$ cat src/rtl/calendar_set_ctrl.sv
// Setting-mode controller: debounces set/mode/up buttons, walks the five calendar
// fields, auto-repeats the up key, blinks the selected field and times out to display.
module calendar_set_ctrl #(
  parameter int DB_CYC      = 16,
  parameter int RPT_DELAY   = 64,
  parameter int RPT_RATE    = 16,
  parameter int TIMEOUT_CYC = 1024,
  parameter int BLINK_CYC   = 32
) (
  input  logic       clk,
  input  logic       rst_n,
  input  logic       set_btn,
  input  logic       mode_btn,
  input  logic       up_btn,
  output logic [2:0] mode,
  output logic       on_off,
  output logic       key,
  output logic       blink,
  output logic [4:0] field_sel
);

  localparam int DBW     = $clog2(DB_CYC + 1);
  localparam int RPT_MAX = (RPT_DELAY > RPT_RATE) ? RPT_DELAY : RPT_RATE;
  localparam int RW      = $clog2(RPT_MAX + 1);
  localparam int TW      = $clog2(TIMEOUT_CYC + 1);
  localparam int BW      = $clog2(BLINK_CYC + 1);

  typedef enum logic {DISPLAY = 1'b0, EDIT = 1'b1} state_t;

  // Button bit order throughout: 0 = set, 1 = mode, 2 = up.
  logic [2:0]     raw, sync1, sync2, lvl, lvl_prev, press;
  logic [DBW-1:0] db_cnt [3];

  assign raw = {up_btn, mode_btn, set_btn};

  always_ff @(posedge clk or negedge rst_n) begin
    if (!rst_n) begin
      sync1    <= '0;
      sync2    <= '0;
      lvl      <= '0;
      lvl_prev <= '0;
      for (int i = 0; i < 3; i++) db_cnt[i] <= '0;
    end else begin
      sync1    <= raw;
      sync2    <= sync1;
      lvl_prev <= lvl;
      for (int i = 0; i < 3; i++) begin
        if (sync2[i] != lvl[i]) begin
          if (db_cnt[i] == DBW'(DB_CYC - 1)) begin
            lvl[i]    <= sync2[i];
            db_cnt[i] <= '0;
          end else begin
            db_cnt[i] <= db_cnt[i] + DBW'(1);
          end
        end else begin
          db_cnt[i] <= '0;
        end
      end
    end
  end

  assign press = lvl & ~lvl_prev;

  // Same-clock presses: set beats mode beats up; losers are simply dropped.
  logic set_ev, mode_ev, up_ev;
  assign set_ev  = press[0];
  assign mode_ev = press[1] & ~press[0];
  assign up_ev   = press[2] & ~press[1] & ~press[0];

  state_t        state_q, state_d;
  logic [2:0]    field_q, field_d;
  logic [TW-1:0] to_cnt_q, to_cnt_d;
  logic [RW-1:0] rpt_cnt_q, rpt_cnt_d;
  logic          rpt_active_q, rpt_active_d, rpt_first_q, rpt_first_d;
  logic [BW-1:0] blink_cnt_q, blink_cnt_d;
  logic          key_q, key_d, blink_q, blink_d;
  logic [4:0]    field_sel_q, field_sel_d;
  logic          to_hit, stay_edit, entering, field_chg;

  assign to_hit = (to_cnt_q == TW'(TIMEOUT_CYC - 1)) && (press == 3'b000) && !lvl[2];

  always_ff @(posedge clk or negedge rst_n) begin
    if (!rst_n) begin
      state_q <= DISPLAY;
      field_q <= 3'd0;
    end else begin
      state_q <= state_d;
      field_q <= field_d;
    end
  end

  always_comb begin
    state_d = state_q;
    field_d = (field_q > 3'd4) ? 3'd0 : field_q;
    if (state_q == DISPLAY) begin
      field_d = 3'd0;
      if (set_ev) state_d = EDIT;
    end else begin
      if (set_ev || to_hit) begin
        state_d = DISPLAY;
        field_d = 3'd0;
      end else if (mode_ev) begin
        field_d = (field_d == 3'd4) ? 3'd0 : field_d + 3'd1;
      end
    end
  end

  assign stay_edit = (state_q == EDIT) && (state_d == EDIT);
  assign entering  = (state_q == DISPLAY) && (state_d == EDIT);
  assign field_chg = stay_edit && (field_d != field_q);

  always_comb begin
    key_d        = 1'b0;
    rpt_active_d = 1'b0;
    rpt_first_d  = 1'b0;
    rpt_cnt_d    = '0;
    to_cnt_d     = '0;
    blink_d      = 1'b0;
    blink_cnt_d  = '0;
    field_sel_d  = (state_d == EDIT) ? (5'b00001 << field_d) : 5'b00000;
    if (stay_edit) begin
      to_cnt_d = ((press != 3'b000) || lvl[2]) ? '0 : to_cnt_q + TW'(1);
      // Repeat survives only while up stays held and the field is unchanged.
      if (up_ev) begin
        key_d        = 1'b1;
        rpt_active_d = 1'b1;
        rpt_first_d  = 1'b1;
        rpt_cnt_d    = RW'(1);
      end else if (rpt_active_q && lvl[2] && !mode_ev) begin
        rpt_active_d = 1'b1;
        rpt_first_d  = rpt_first_q;
        if ((rpt_first_q && rpt_cnt_q == RW'(RPT_DELAY - 1)) ||
            (!rpt_first_q && rpt_cnt_q == RW'(RPT_RATE - 1))) begin
          key_d       = 1'b1;
          rpt_first_d = 1'b0;
          rpt_cnt_d   = '0;
        end else begin
          rpt_cnt_d = rpt_cnt_q + RW'(1);
        end
      end
      if (field_chg) begin
        blink_d = 1'b1;
      end else if (blink_cnt_q == BW'(BLINK_CYC - 1)) begin
        blink_d = ~blink_q;
      end else begin
        blink_d     = blink_q;
        blink_cnt_d = blink_cnt_q + BW'(1);
      end
    end else if (entering) begin
      blink_d = 1'b1;
    end
  end

  always_ff @(posedge clk or negedge rst_n) begin
    if (!rst_n) begin
      to_cnt_q     <= '0;
      rpt_cnt_q    <= '0;
      rpt_active_q <= 1'b0;
      rpt_first_q  <= 1'b0;
      blink_cnt_q  <= '0;
      key_q        <= 1'b0;
      blink_q      <= 1'b0;
      field_sel_q  <= 5'b00000;
    end else begin
      to_cnt_q     <= to_cnt_d;
      rpt_cnt_q    <= rpt_cnt_d;
      rpt_active_q <= rpt_active_d;
      rpt_first_q  <= rpt_first_d;
      blink_cnt_q  <= blink_cnt_d;
      key_q        <= key_d;
      blink_q      <= blink_d;
      field_sel_q  <= field_sel_d;
    end
  end

  assign mode      = field_q;
  assign on_off    = (state_q == EDIT);
  assign key       = key_q;
  assign blink     = blink_q;
  assign field_sel = field_sel_q;

endmodule

$ cat config.mk
export PLATFORM = sky130hd
export DESIGN_NAME = calendar_set_ctrl
export DESIGN_NICKNAME = d
export VERILOG_FILES = /design/src/rtl/calendar_set_ctrl.sv
export SDC_FILE = /design/constraint.sdc
export NUM_CORES = 1
export LEC_CHECK = 0
export CORE_ASPECT_RATIO = 0.7
export CORE_MARGIN = 2
export CORE_UTILIZATION = 60
export DETAILED_ROUTE_END_ITERATION = 8
export PLACE_DENSITY = 0.81
export SLEW_MARGIN = 0
export SYNTH_ARGS = -nofsm -noshare
export SYNTH_HDL_FRONTEND = slang
export SYNTH_SLANG_ARGS = --single-unit
$ cat constraint.sdc
create_clock -name clk -period 3.79 [get_ports clk]
set_input_delay 0.379 -clock clk [delete_from_list [all_inputs] [get_ports clk]]
set_output_delay 0.379 -clock clk [all_outputs]
set_load 0.02 [all_outputs]
# After elaboration in Yosys (flattened, before gate mapping)
# Cells that the tools add are included.
[totals]
ff_bits = 64
elab_cells = 110
out_inout_bits = 11
input_bits = 5
[classes]
add_sub_neg = 7
reduce_logical = 20
n_shift = 1
n_eq_ne = 14
mux = 39
bitwise_logic = 9
n_lt_le_gt_ge = 1
[op_table]
columns = ["cell", "count"]
rows = [
  ["5-bit 2-to-1 mux", 7],
  ["7-bit 2-to-1 mux", 4],
  ["11-bit 2-to-1 mux", 2],
  ["1-bit 2-to-1 mux", 18],
  ["6-bit 2-to-1 mux", 3],
  ["5-bit by 1-bit adder with 5-bit output (second input constant)", 3],
  ["5-bit by 4-bit == test with 1-bit output (second input constant)", 3],
  ["3-bit 2-to-1 mux", 5],
  ["11-bit by 1-bit adder with 11-bit output (second input constant)", 1],
  ["11-bit by 10-bit == test with 1-bit output (second input constant)", 1],
  ["1-bit logical AND", 9],
  ["7-bit by 1-bit adder with 7-bit output (second input constant)", 1],
  ["7-bit by 4-bit == test with 1-bit output (second input constant)", 1],
  ["7-bit by 6-bit == test with 1-bit output (second input constant)", 1],
  ["6-bit by 1-bit adder with 6-bit output (second input constant)", 1],
  ["6-bit by 5-bit == test with 1-bit output (second input constant)", 1],
  ["2-bit AND reduction", 3],
  ["1-bit by 3-bit << shifter with 5-bit output (first input constant)", 1],
  ["4-bit by 3-bit inequality test with 1-bit output (second input constant)", 1],
  ["1-bit inverter", 4],
  ["3-bit by 1-bit adder with 3-bit output (second input constant)", 1],
  ["1-bit AND", 3],
  ["3-bit AND", 1],
  ["3-bit == test (second input constant)", 1],
  ["other kinds (9)", 15],
]

# Depth between registers and ports, before layout
# Gate-level depths: netlist of run 1.
[depth]
ltp_word = 12
depth_mapped = 8
mapped_depth_nobuf = 7

# Worst setup path after synthesis of run 1
# No wires, ideal clock.
[synth_path]
path_kind = "register to register"
startpoint = "register field_q[2] (netlist: mode[2])"
endpoint = "register blink_q (netlist: blink)"
setup_time_ns = 0.120
required_ns = 3.670
n_path_buf = 1
synth_period_minus_slack_ns = 1.808
stages_incl_launch_ff = 9
path_slack_ns = 1.982
arrival_time_ns = 1.688
path_cell_list = "dfrtp_1 -> clkbuf_1 -> nand2b_1 -> ha_1 -> nor2b_1 -> a31oi_1 -> nor4b_1 -> o21ai_0 -> o211a_1"
[synth_between]
elab_chain_len = 11
[synth_lines]
columns = ["element", "line", "text"]
rows = [
  ["start: declaration", "71", "logic [2:0] field_q, field_d;"],
  ["start signal: assignment", "88", "field_q <= field_d;"],
  ["3-bit > comparator", "94", "field_d = (field_q > 3'd4) ? 3'd0 : field_q;"],
  ["3-bit 2-to-1 mux", "94", ""],
  ["3-bit by 1-bit adder with 3-bit output / 3-bit == test (equally long branches)", "103", "field_d = (field_d == 3'd4) ? 3'd0 : field_d + 3'd1;"],
  ["3-bit 2-to-1 mux", "103", ""],
  ["3-bit 2-to-1 mux", "102", "end else if (mode_ev) begin"],
  ["3-bit 2-to-1 mux", "99", "if (set_ev || to_hit) begin"],
  ["3-bit 2-to-1 mux", "95", "if (state_q == DISPLAY) begin"],
  ["3-bit inequality test *", "110", "assign field_chg = stay_edit && (field_d != field_q);"],
  ["1-bit logical AND *", "110", ""],
  ["1-bit 2-to-1 mux", "141", "if (field_chg) begin"],
  ["1-bit 2-to-1 mux", "121", "if (stay_edit) begin"],
  ["end signal: assignment", "171", "blink_q <= blink_d;"],
  ["end: declaration", "76", "logic key_q, key_d, blink_q, blink_d;"],
]
# Every way passes the cells marked *; elsewhere a longest branch is shown, timed or not.
# A chain may end at the register's enable or synchronous reset.

# Final worst setup path of run 1
[layout_path]
startpoint = "register to_cnt_q[0]"
endpoint = "register field_sel_q[0] (netlist: field_sel[0])"
[layout_between]
elab_chain_len = 8
[layout_lines]
columns = ["element", "line", "text"]
rows = [
  ["start: declaration", "72", "logic [TW-1:0] to_cnt_q, to_cnt_d;"],
  ["start signal: assignment", "165", "to_cnt_q <= to_cnt_d;"],
  ["11-bit by 10-bit == test with 1-bit output *", "80", "assign to_hit = (to_cnt_q == TW'(TIMEOUT_CYC - 1)) && (press == 3'b000) && !lvl[2];"],
  ["1-bit logical AND * (2 in a row)", "80", ""],
  ["1-bit logical OR *", "99", ""],
  ["3-bit 2-to-1 mux", "99", ""],
  ["3-bit 2-to-1 mux", "95", ""],
  ["1-bit by 3-bit << shifter with 5-bit output", "120", "field_sel_d = (state_d == EDIT) ? (5'b00001 << field_d) : 5'b00000;"],
  ["5-bit 2-to-1 mux *", "120", ""],
  ["named net field_sel_d[0]", "77", "logic [4:0] field_sel_q, field_sel_d;"],
  ["end signal: assignment", "172", "field_sel_q <= field_sel_d;"],
  ["end: declaration", "77", ""],
]
# The timed path passes the listed nets; every way through them passes the cells marked *.

==> results.txt, run 1 <==
----------------------------------------------------
[Synthesis]
  Synthesized netlist net count ... 269
  Post-synth top flop ... dfrtp_1
  Mapped cell area ... 2790 µm²
  Async set-reset flop share out of synthesis ... 100%
  Syn Inst Count ... 257
  Most used standard cells in the synthesized netlist ... 64 x dfrtp_1, 41 x nor2_1, 17 x nand3_1
  Share of cell area taken by muxes after synthesis ... 1.21%
  Dominant combinational cell family by area after synthesis ... simple AND/OR/NAND/NOR gates
  Yosys warning total ... 0
  Synth Area in XOR/XNOR ... 7.84%
  Top post-synthesis cells by area ... dfrtp_1 57%, nor2_1 5.5%, xor2_1 5.0%
  Area leader, netlist ... dfrtp_1
  Number of storage elements in the synthesis netlist ... 64
  Post-Synth Simple-Gate Area ... 20.8%
  Post-synthesis sequential area ratio ... 57.4%
  Number of distinct library cell variants in the gate-level netlist after synthesis ... 51
  Post-Synthesis Mean Instance Area ... 10.9 µm²
  Top-count cell post-synth ... dfrtp_1
  Share of the synthesized area in the top cell type ... 57.4%
  EDFF count, synth ... 0
  Synthesized-area fraction occupied by adder cells ... 3.14%
  Compound-cell area share of the yosys netlist ... 7.66%

[Worst setup path]
  Crit path capture ... field_sel[0]
  R2r setup slk ... 1.75 ns
  Critical setup path kind ... flop to flop
  Worst reg2reg path endpoint ... field_sel[0]
  Critical path required time ... 4.00 ns
  Register-to-Register Path Depth ... 6
  Buffers & Inverters on Critical Path ... 0
  Critical-path top delay cell ... a21o_1
  Delay-heaviest family, CP ... simple AND/OR/NAND/NOR gates
  Crit. End Element ... flop
  CP peak stage delay ... 0.44 ns
  Critical Path Start Type ... flop
  CP cell instances ... ha_1 -> nand3_1 -> nor4_1 -> a21o_1 -> nand2b_1 -> o22ai_2
  Crit path max fanout ... 14
  Source of the critical timing path ... to_cnt_q[0]
  Count of cell instances traversed by the critical path ... 6
  Data arrival time of the worst path ... 2.25 ns
  R2r startpoint ... to_cnt_q[0]

[STA]
  Headroom to the max-slew limit ... 39.7%
  Time the final worst path needs with I/O delays and setup ... 2.04 ns
  Worst-margin pin slew ... 0.905 ns
  Setup clock skew after layout ... 0.00495 ns
  Worst hold slack ... 0.166 ns
  Max frequency ... 490 MHz
  Total count of max-transition violations in the final report ... 0
  Period utilization ... 53.8%
  Final hold viol count ... 0
  Setup repair after global routing missed its margin ... no
  Setup violation total in the final timing report ... 0
  Final setup TNS ... 0 ns

[Die]
  Cell row count ... 20
  Die outline height ... 61.1 µm
  Number of primary I/O pins ... 16
  Full die area ... 5220 µm²
  Width of the chip ... 85.5 µm
  Effective utilization at floorplan ... 63.4%
  Area of the core ... 4400 µm²

[Power and ir drop]
  Highest ir drop seen on vdd ... 318 µV
  Overall power of the completed layout ... 1370 µW
  Static Leakage ... 0.00145 µW
  Power per cell area ... 428 nW/µm²

[CTS]
  Cts hold-fix bufs ... 0
  Number of CTS-inserted buffers ... 9
  Clock tree from TritonCTS ... done
  TritonCTS sink count ... 64
  H-tree Lvls ... 3
  Clock Latency Late Sink ... 0.34 ns
  Root buf cell ... clkbuf_8
  Clock Path Buffers ... 2
  Total of cells resized after clock tree synthesis ... 0
  # Post-CTS Setup Buffers ... 0
  Clock-pin transition on the worst setup and hold timing paths ... 0.06 ns

[GRT]
  Initial antenna violation count ... 0
  Via count of the first global-routing pass ... 1,886
  Tot GR Track Use ... 21.4%
  Largest net degree at the start of global routing ... 44
  Remaining Overflow, GRT ... 0
  Global-route wire length before repair ... 8340 µm

[Place]
  Routability cong. ... 0.843
  Port Buffer Count ... 15
  Post-DP HPWL ... 3290 µm

[Drt]
  DR vias/cell ... 5.69
  Post-route antenna net violation count ... 0
  Total detailed-routing wirelength ... 4900 µm
  Iteration-0 DRC Markers ... 188
  First-pass iteration count of the detailed router ... 4
  Detailed-route wire length per cell ... 14.6 µm
  Post-detailed-route DRC marker count ... 0
  Total via count in the routed design ... 1,916

[Cells and area]
  Synth-to-layout area growth ... 14.3%
  Number of filler instances in the final layout ... 302
  Fraction of layout cells with a size suffix above 1 ... 10.6%
  Count of nets after finishing ... 291
  Diode count ... 0

[Run status]
  Status ... finished clean

[Hold path]
  Hold Crit Class ... primary input to async pin

[Flow run]
  Number of maximum-capacitance violations ... 0

----------------------------------------------------
==> area by class of cell <==
class	count	area (µm²)	area share [%]
multi-input combinational	182	1140	35.6
sequential	64	1600	50.2
clock buffer	10	138	4.32
inverter	6	22.5	0.706
timing repair buffer	16	153	4.79
clock inverter	4	70.1	2.20
tap	55	68.8	2.16
==> worst min path at each step <==
stage	to	slack, ns	depth (start not counted)
4_1_cts	db_cnt[0]	0.20	1
5_1_grt	db_cnt[0]	0.25	1
3_3_place_gp	sync2[1]	0.33	0
6_report	db_cnt[0]	0.17	1
3_5_place_dp	sync2[0]	0.34	0
2_1_floorplan	blink	0.08	0
==> report_power, final <==
part / switching [µW] / leakage (µW) / internal [µW] / total (µW)
Sequential: 9.26 / 0.000873 / 696 / 705
Clock: 243 / 0.000108 / 378 / 621
Combinational: 25.6 / 0.000469 / 14.6 / 40.2
==> state kept, by name, indices dropped and copies added, names as in the netlist <==
signal,cells
db_cnt,15
to_cnt_q,11
rpt_cnt_q,7
blink_cnt_q,6
field_sel,5
lvl,3
lvl_prev,3
mode,3
sync1,3
sync2,3
blink,1
key,1
on_off,1
rpt_active_q,1
rpt_first_q,1
==> layout by cell type (no fill, tap or decap), drive strengths merged, types with 2 or more instances in the layout <==
master | netlist | final
nor2b | 2 | 2
nand2b | 6 | 6
xnor2 | 9 | 9
or3 | 5 | 5
clkbuf | 2 | 10
dfrtp | 64 | 64
o21ai | 9 | 9
inv | 6 | 6
nor3 | 4 | 4
ha | 7 | 7
nand2 | 15 | 15
and2b | 2 | 2
clkinv | 0 | 2
xor2 | 16 | 16
nand3 | 17 | 17
nand4 | 3 | 3
clkdlybuf4s50 | 0 | 14
a21oi | 11 | 11
and3 | 6 | 6
buf | 3 | 2
bufinv | 0 | 2
and2 | 4 | 4
mux2 | 3 | 3
nor2 | 43 | 43
==> metal layers <==
| metal | vias to the layer above | wire length, µm | track usage (%) |
|---|---|---|---|
| li1 | 920 | - | - |
| met1 | 927 | 2350 | 28.7 |
| met3 | 10 | 286 | 7.77 |
| met2 | 59 | 2190 | 31.7 |
| met5 | - | 0 | 0 |
| met4 | 0 | 72 | 10.4 |
==> cells by family after synthesis <==
| logic type | Yosys count |
|---|---|
| compound gates | 32 |
| xor+xnor | 25 |
| fa+ha+maj | 7 |
| buf+inv | 11 |
| flops | 64 |
| mux | 3 |
| simple gates | 115 |
==> worst reg2reg max path, stage by stage (launching register included) <==
cell and delay, ns:
dfrtp_1 0.40, ha_1 0.26, nand3_1 0.11, nor4_1 0.38, a21o_1 0.44, nand2b_1 0.24
o22ai_2 0.08
==> through the flow <==
stage	util, %	instances	setup WS, ns	area, µm²
2_1_floorplan	-	257	1.98	2790
3_3_place_gp	67.7	323	1.90	2980
3_5_place_dp	67.7	323	1.85	2980
4_1_cts	72.4	337	1.74	3190
5_1_grt	72.4	337	1.53	3190
6_report	72.4	337	1.75	3190
Note: power is estimated with default switching activity, not from simulation.
==> run 2: changes to the inputs <==
- CORE_UTILIZATION: 60 -> 58
- PLACE_DENSITY: 0.81 -> 0.79
- clock period: 3.79 -> 2 ns (I/O delays scaled with it)
==> results.txt, run 2 (synthesis gave the netlist of run 1 again) <==
----------------------------------------------------
[STA]
  Time the final worst path needs with I/O delays and setup ... 1.86 ns
  Headroom to the max-slew limit ... 68.8%
  Worst-margin pin slew ... 0.456 ns
  Setup repair after global routing missed its margin ... no
  Final hold viol count ... 0
  Total count of max-transition violations in the final report ... 0
  Final setup TNS ... 0 ns
  Period utilization ... 92.8%
  Max frequency ... 539 MHz
  Setup violation total in the final timing report ... 0
  Setup clock skew after layout ... 0.00853 ns

[CTS]
  Clock tree from TritonCTS ... done
  Clock-pin transition on the worst setup and hold timing paths ... 0.07 ns
  Total of cells resized after clock tree synthesis ... 0
  Clock Latency Late Sink ... 0.33 ns
  Root buf cell ... clkbuf_8
  Cts hold-fix bufs ... 1
  Number of CTS-inserted buffers ... 9
  Clock Path Buffers ... 2
  # Post-CTS Setup Buffers ... 0
  H-tree Lvls ... 3
  TritonCTS sink count ... 64

[Worst setup path]
  Register-to-Register Path Depth ... 6
  Data arrival time of the worst path ... 2.08 ns
  R2r setup slk ... 0.14 ns
  R2r startpoint ... to_cnt_q[0]
  Critical setup path kind ... flop to flop
  Worst reg2reg path endpoint ... blink
  Crit path max fanout ... 8
  Crit. End Element ... flop
  Critical path required time ... 2.22 ns
  Critical Path Start Type ... flop

[Cells and area]
  Number of filler instances in the final layout ... 343
  Utilization after layout ... 69.8%
  Fraction of layout cells with a size suffix above 1 ... 12.4%
  Register name with the most flops ... db_cnt
  Synth-to-layout area growth ... 17.7%
  Most common cell after layout, fill and taps aside ... dfrtp_1
  Count of nets after finishing ... 298
  Max FFs per register ... 15
  Most used cells in the layout excluding fill and tap cells ... 64 x dfrtp_1, 41 x nor2_1, 17 x nand3_1
  Registers with the most flip-flops ... db_cnt (15), to_cnt_q (11), rpt_cnt_q (7)
  Diode count ... 0

[Die]
  Effective utilization at floorplan ... 59.4%
  Number of primary I/O pins ... 16
  Cell row count ... 21
  Area of the core ... 4700 µm²
  Full die area ... 5390 µm²
  Width of the chip ... 86.9 µm
  Die outline height ... 62.0 µm

[Drt]
  Total detailed-routing wirelength ... 4740 µm
  DR vias/cell ... 5.47
  Detailed-route wire length per cell ... 13.6 µm
  Total via count in the routed design ... 1,905
  Post-detailed-route DRC marker count ... 0
  Iteration-0 DRC Markers ... 94
  Post-route antenna net violation count ... 0
  First-pass iteration count of the detailed router ... 4

[Power and ir drop]
  Power per cell area ... 815 nW/µm²
  Highest ir drop seen on vdd ... 562 µV
  Overall power of the completed layout ... 2680 µW
  Static Leakage ... 0.00150 µW

[GRT]
  Remaining Overflow, GRT ... 0
  Via count of the first global-routing pass ... 1,673
  Initial antenna violation count ... 0
  Tot GR Track Use ... 19.6%
  Largest net degree at the start of global routing ... 36
  Global-route wire length before repair ... 7700 µm

[Place]
  Port Buffer Count ... 15
  Routability cong. ... 0.910
  Post-DP HPWL ... 3360 µm

[Hold path]
  Worst min-delay path startpoint ... set_btn
  Worst hold path cell count ... 1
  Hold Crit Class ... primary input to flop
  Worst min-delay path endpoint ... sync1[0]

[Flow run]
  Number of maximum-capacitance violations ... 0

[Run status]
  Status ... finished clean

----------------------------------------------------
[run 2: cell types whose count changed in the layout (fill, tap and decap cells not counted), sizes merged]
| cell | change |
|---|---|
| dlygate4sd3 | +1 |
| clkinv | -2 |
| clkbuf | +4 |
| buf | +6 |
[run 2: worst max-delay path by stage]
stage	from	to	slack [ns]	depth (start not counted)
after global routing	to_cnt_q[0]	rpt_cnt_q[6]	0.001	6
final	to_cnt_q[0]	blink	0.14	6
after detailed placement	to_cnt_q[0]	blink	0.15	6
after floorplan	mode[2]	blink	0.19	8
after CTS	to_cnt_q[0]	blink	0.14	6
after global placement	to_cnt_q[0]	blink	0.21	6
[run 2: per-stage QoR]
stage	area, µm²	hold WS [ns]	setup slack, ns	cells
finish	3280	0.315	0.144	348
CTS	3280	0.294	0.144	348
global route	3280	0.290	0.00124	348
global placement	3040	0.150	0.213	331
detailed placement	3040	0.143	0.147	331
floorplan	2790	-0.0956	0.192	257
[run 2: layout make-up]
class                           count  area (µm²)  area share, %
Clock buffer                       14         173           5.26
Tap cell                           57        71.3           2.17
Inverter                            6        22.5          0.686
Multi-Input combinational cell    182        1140           34.6
Sequential cell                    64        1600           48.8
Clock inverter                      2        60.1           1.83
Timing Repair Buffer               23         220           6.70
[run 2: worst max-delay path: stages, from the launching register on]
cell and delay [ns]:
dfrtp_1 0.42, ha_1 0.26, nand3_1 0.10, nor4_1 0.06
a21o_1 0.26, or3_4 0.44, o211a_1 0.21
[run 2: metal layers]
metal | track usage (%) | part of all wire (%)
met3 | 7.66 | 3.5
met5 | 0 | 0
met1 | 26.3 | 51
met4 | 8.48 | 2.0
met2 | 28.9 | 44
[run 2: report_power, final]
part | internal (µW) | switching [µW]
Sequential | 1320 | 16.3
Combinational | 33.3 | 49.1
Clock | 806 | 454
==> run 3: changes to the inputs <==
- CORE_MARGIN: 2 -> unset
- SETUP_SLACK_MARGIN: unset -> 0.2
==> results.txt, run 3 (synthesis gave the netlist of run 1 again) <==
----------------------------------------------------
[GRT]
  Largest net degree at the start of global routing ... 41
  Via count of the first global-routing pass ... 1,831
  Global-route wire length before repair ... 8360 µm
  Remaining Overflow, GRT ... 0
  Tot GR Track Use ... 22.3%
  Initial antenna violation count ... 0

[Cells and area]
  Fraction of layout cells with a size suffix above 1 ... 17.3%
  Number of filler instances in the final layout ... 293
  Most used cells in the layout excluding fill and tap cells ... 61 x dfrtp_1, 41 x nor2_1, 16 x nand3_1, 16 x xor2_1
  Count of nets after finishing ... 302
  Synth-to-layout area growth ... 21.3%
  Most common cell after layout, fill and taps aside ... dfrtp_1
  Registers with the most flip-flops ... db_cnt (15), to_cnt_q (11), rpt_cnt_q (7)
  Register name with the most flops ... db_cnt
  Diode count ... 0
  Max FFs per register ... 15

[STA]
  Setup violation total in the final timing report ... 0
  Worst setup slack after layout ... 0.259 ns
  Worst-margin pin slew ... 0.558 ns
  Time the final worst path needs with I/O delays and setup ... 1.74 ns
  Period utilization ... 87.0%
  Final hold viol count ... 0
  Final setup TNS ... 0 ns
  Headroom to the max-slew limit ... 62.8%
  Setup clock skew after layout ... 0.00713 ns
  Setup repair after global routing missed its margin ... no
  Total count of max-transition violations in the final report ... 0
  Max frequency ... 575 MHz

[Place]
  Post-DP HPWL ... 3190 µm
  Routability cong. ... 0.894
  Placement-stage worst setup slack ... 0.136 ns
  Port Buffer Count ... 15

[Power and ir drop]
  Power per cell area ... 849 nW/µm²
  Highest ir drop seen on vdd ... 701 µV
  Static Leakage ... 0.00153 µW

[Run status]
  Status ... finished clean

[CTS]
  Root buf cell ... clkbuf_8
  H-tree Lvls ... 3
  Clock Path Buffers ... 2
  Clock-pin transition on the worst setup and hold timing paths ... 0.07 ns
  TritonCTS sink count ... 64
  Number of CTS-inserted buffers ... 9
  Clock tree from TritonCTS ... done
  Clock Latency Late Sink ... 0.34 ns

[Worst setup path]
  Critical setup path kind ... flop to flop
  Critical path required time ... 2.23 ns
  Crit path max fanout ... 4
  Critical Path Start Type ... flop
  Data arrival time of the worst path ... 1.97 ns
  Crit. End Element ... flop

[Drt]
  DR vias/cell ... 5.45
  Post-detailed-route DRC marker count ... 0
  Detailed-route wire length per cell ... 13.8 µm
  Total via count in the routed design ... 1,907
  Total detailed-routing wirelength ... 4830 µm
  Iteration-0 DRC Markers ... 110
  Post-route antenna net violation count ... 0
  First-pass iteration count of the detailed router ... 6

[Die]
  Cell row count ... 20
  Full die area ... 5100 µm²
  Die outline height ... 60.0 µm
  Number of primary I/O pins ... 16
  Area of the core ... 4480 µm²
  Effective utilization at floorplan ... 62.3%
  Width of the chip ... 84.9 µm

[Hold path]
  Hold Crit Class ... primary input to flop

[Flow run]
  Number of maximum-capacitance violations ... 0

----------------------------------------------------
run 3: worst paths after layout:
path | startpoint | end | slack, ns | cells past startpoint
max in group asynchronous | rst_n | mode[2] | 1.02 | 3
worst max register to register | to_cnt_q[1] | blink | 0.26 | 6
worst min-delay path | up_btn | sync1[2] | 0.30 | 1
worst min register to register | sync1[1] | sync2[1] | 0.35 | 0
min in group asynchronous | rst_n | db_cnt[3] | 0.38 | 2
worst max-delay path | to_cnt_q[1] | blink | 0.26 | 6
run 3: through the flow:
stage | total power (µW) | hold slack, ns | instance area [µm²] | std cells | utilization, %
2_1_floorplan | 1390 | -0.0956 | 2790 | 257 | -
3_3_place_gp | 1440 | 0.230 | 3020 | 327 | 67.5
3_5_place_dp | 1440 | 0.233 | 3020 | 327 | 67.5
4_1_cts | 2910 | 0.281 | 3310 | 345 | 73.9
5_1_grt | 2990 | 0.277 | 3390 | 350 | 75.6
6_report | 2870 | 0.297 | 3390 | 350 | 75.6
run 3: repair_timing:
action	4_1_cts	5_1_grt
setup buffers	1	5
setup endpoints to repair	4	25
hold endpoints to repair	24	0
hold buffers	1	0
gates resized for setup	2	10
pin swaps	1	5
run 3: cell type report:
cell class	count	area [µm²]	area share, %
Clock buffer	9	124	3.66
Clock inverter	7	143	4.21
Inverter	6	22.5	0.665
Multi-Input combinational cell	182	1170	34.7
Sequential cell	64	1610	47.4
Tap cell	55	68.8	2.03
Timing Repair Buffer	27	250	7.39
run 3: where the power goes:
part,leakage [µW],switching (µW),total (µW),internal (µW)
clock network,0.000134,496,1450,958
logic,0.000525,51.5,87.5,36.0
registers,0.000868,15.4,1330,1320
run 3: critical path, stage by stage, from the launching register on:
cell and delay [ns]:
dfrtp_1 0.41, ha_2 0.22, nand3_2 0.10, nor4_4 0.04, a21o_2 0.25, or3_4 0.38
o211a_1 0.23
run 3: layer usage:
layer  vias up  wire length (µm)  GRT usage, %
met4         0                67          8.96
met1       915              2300          29.5
li1        943                 -             -
met2        41              2200          34.3
met5         -                 0             0
met3         8               256          8.01
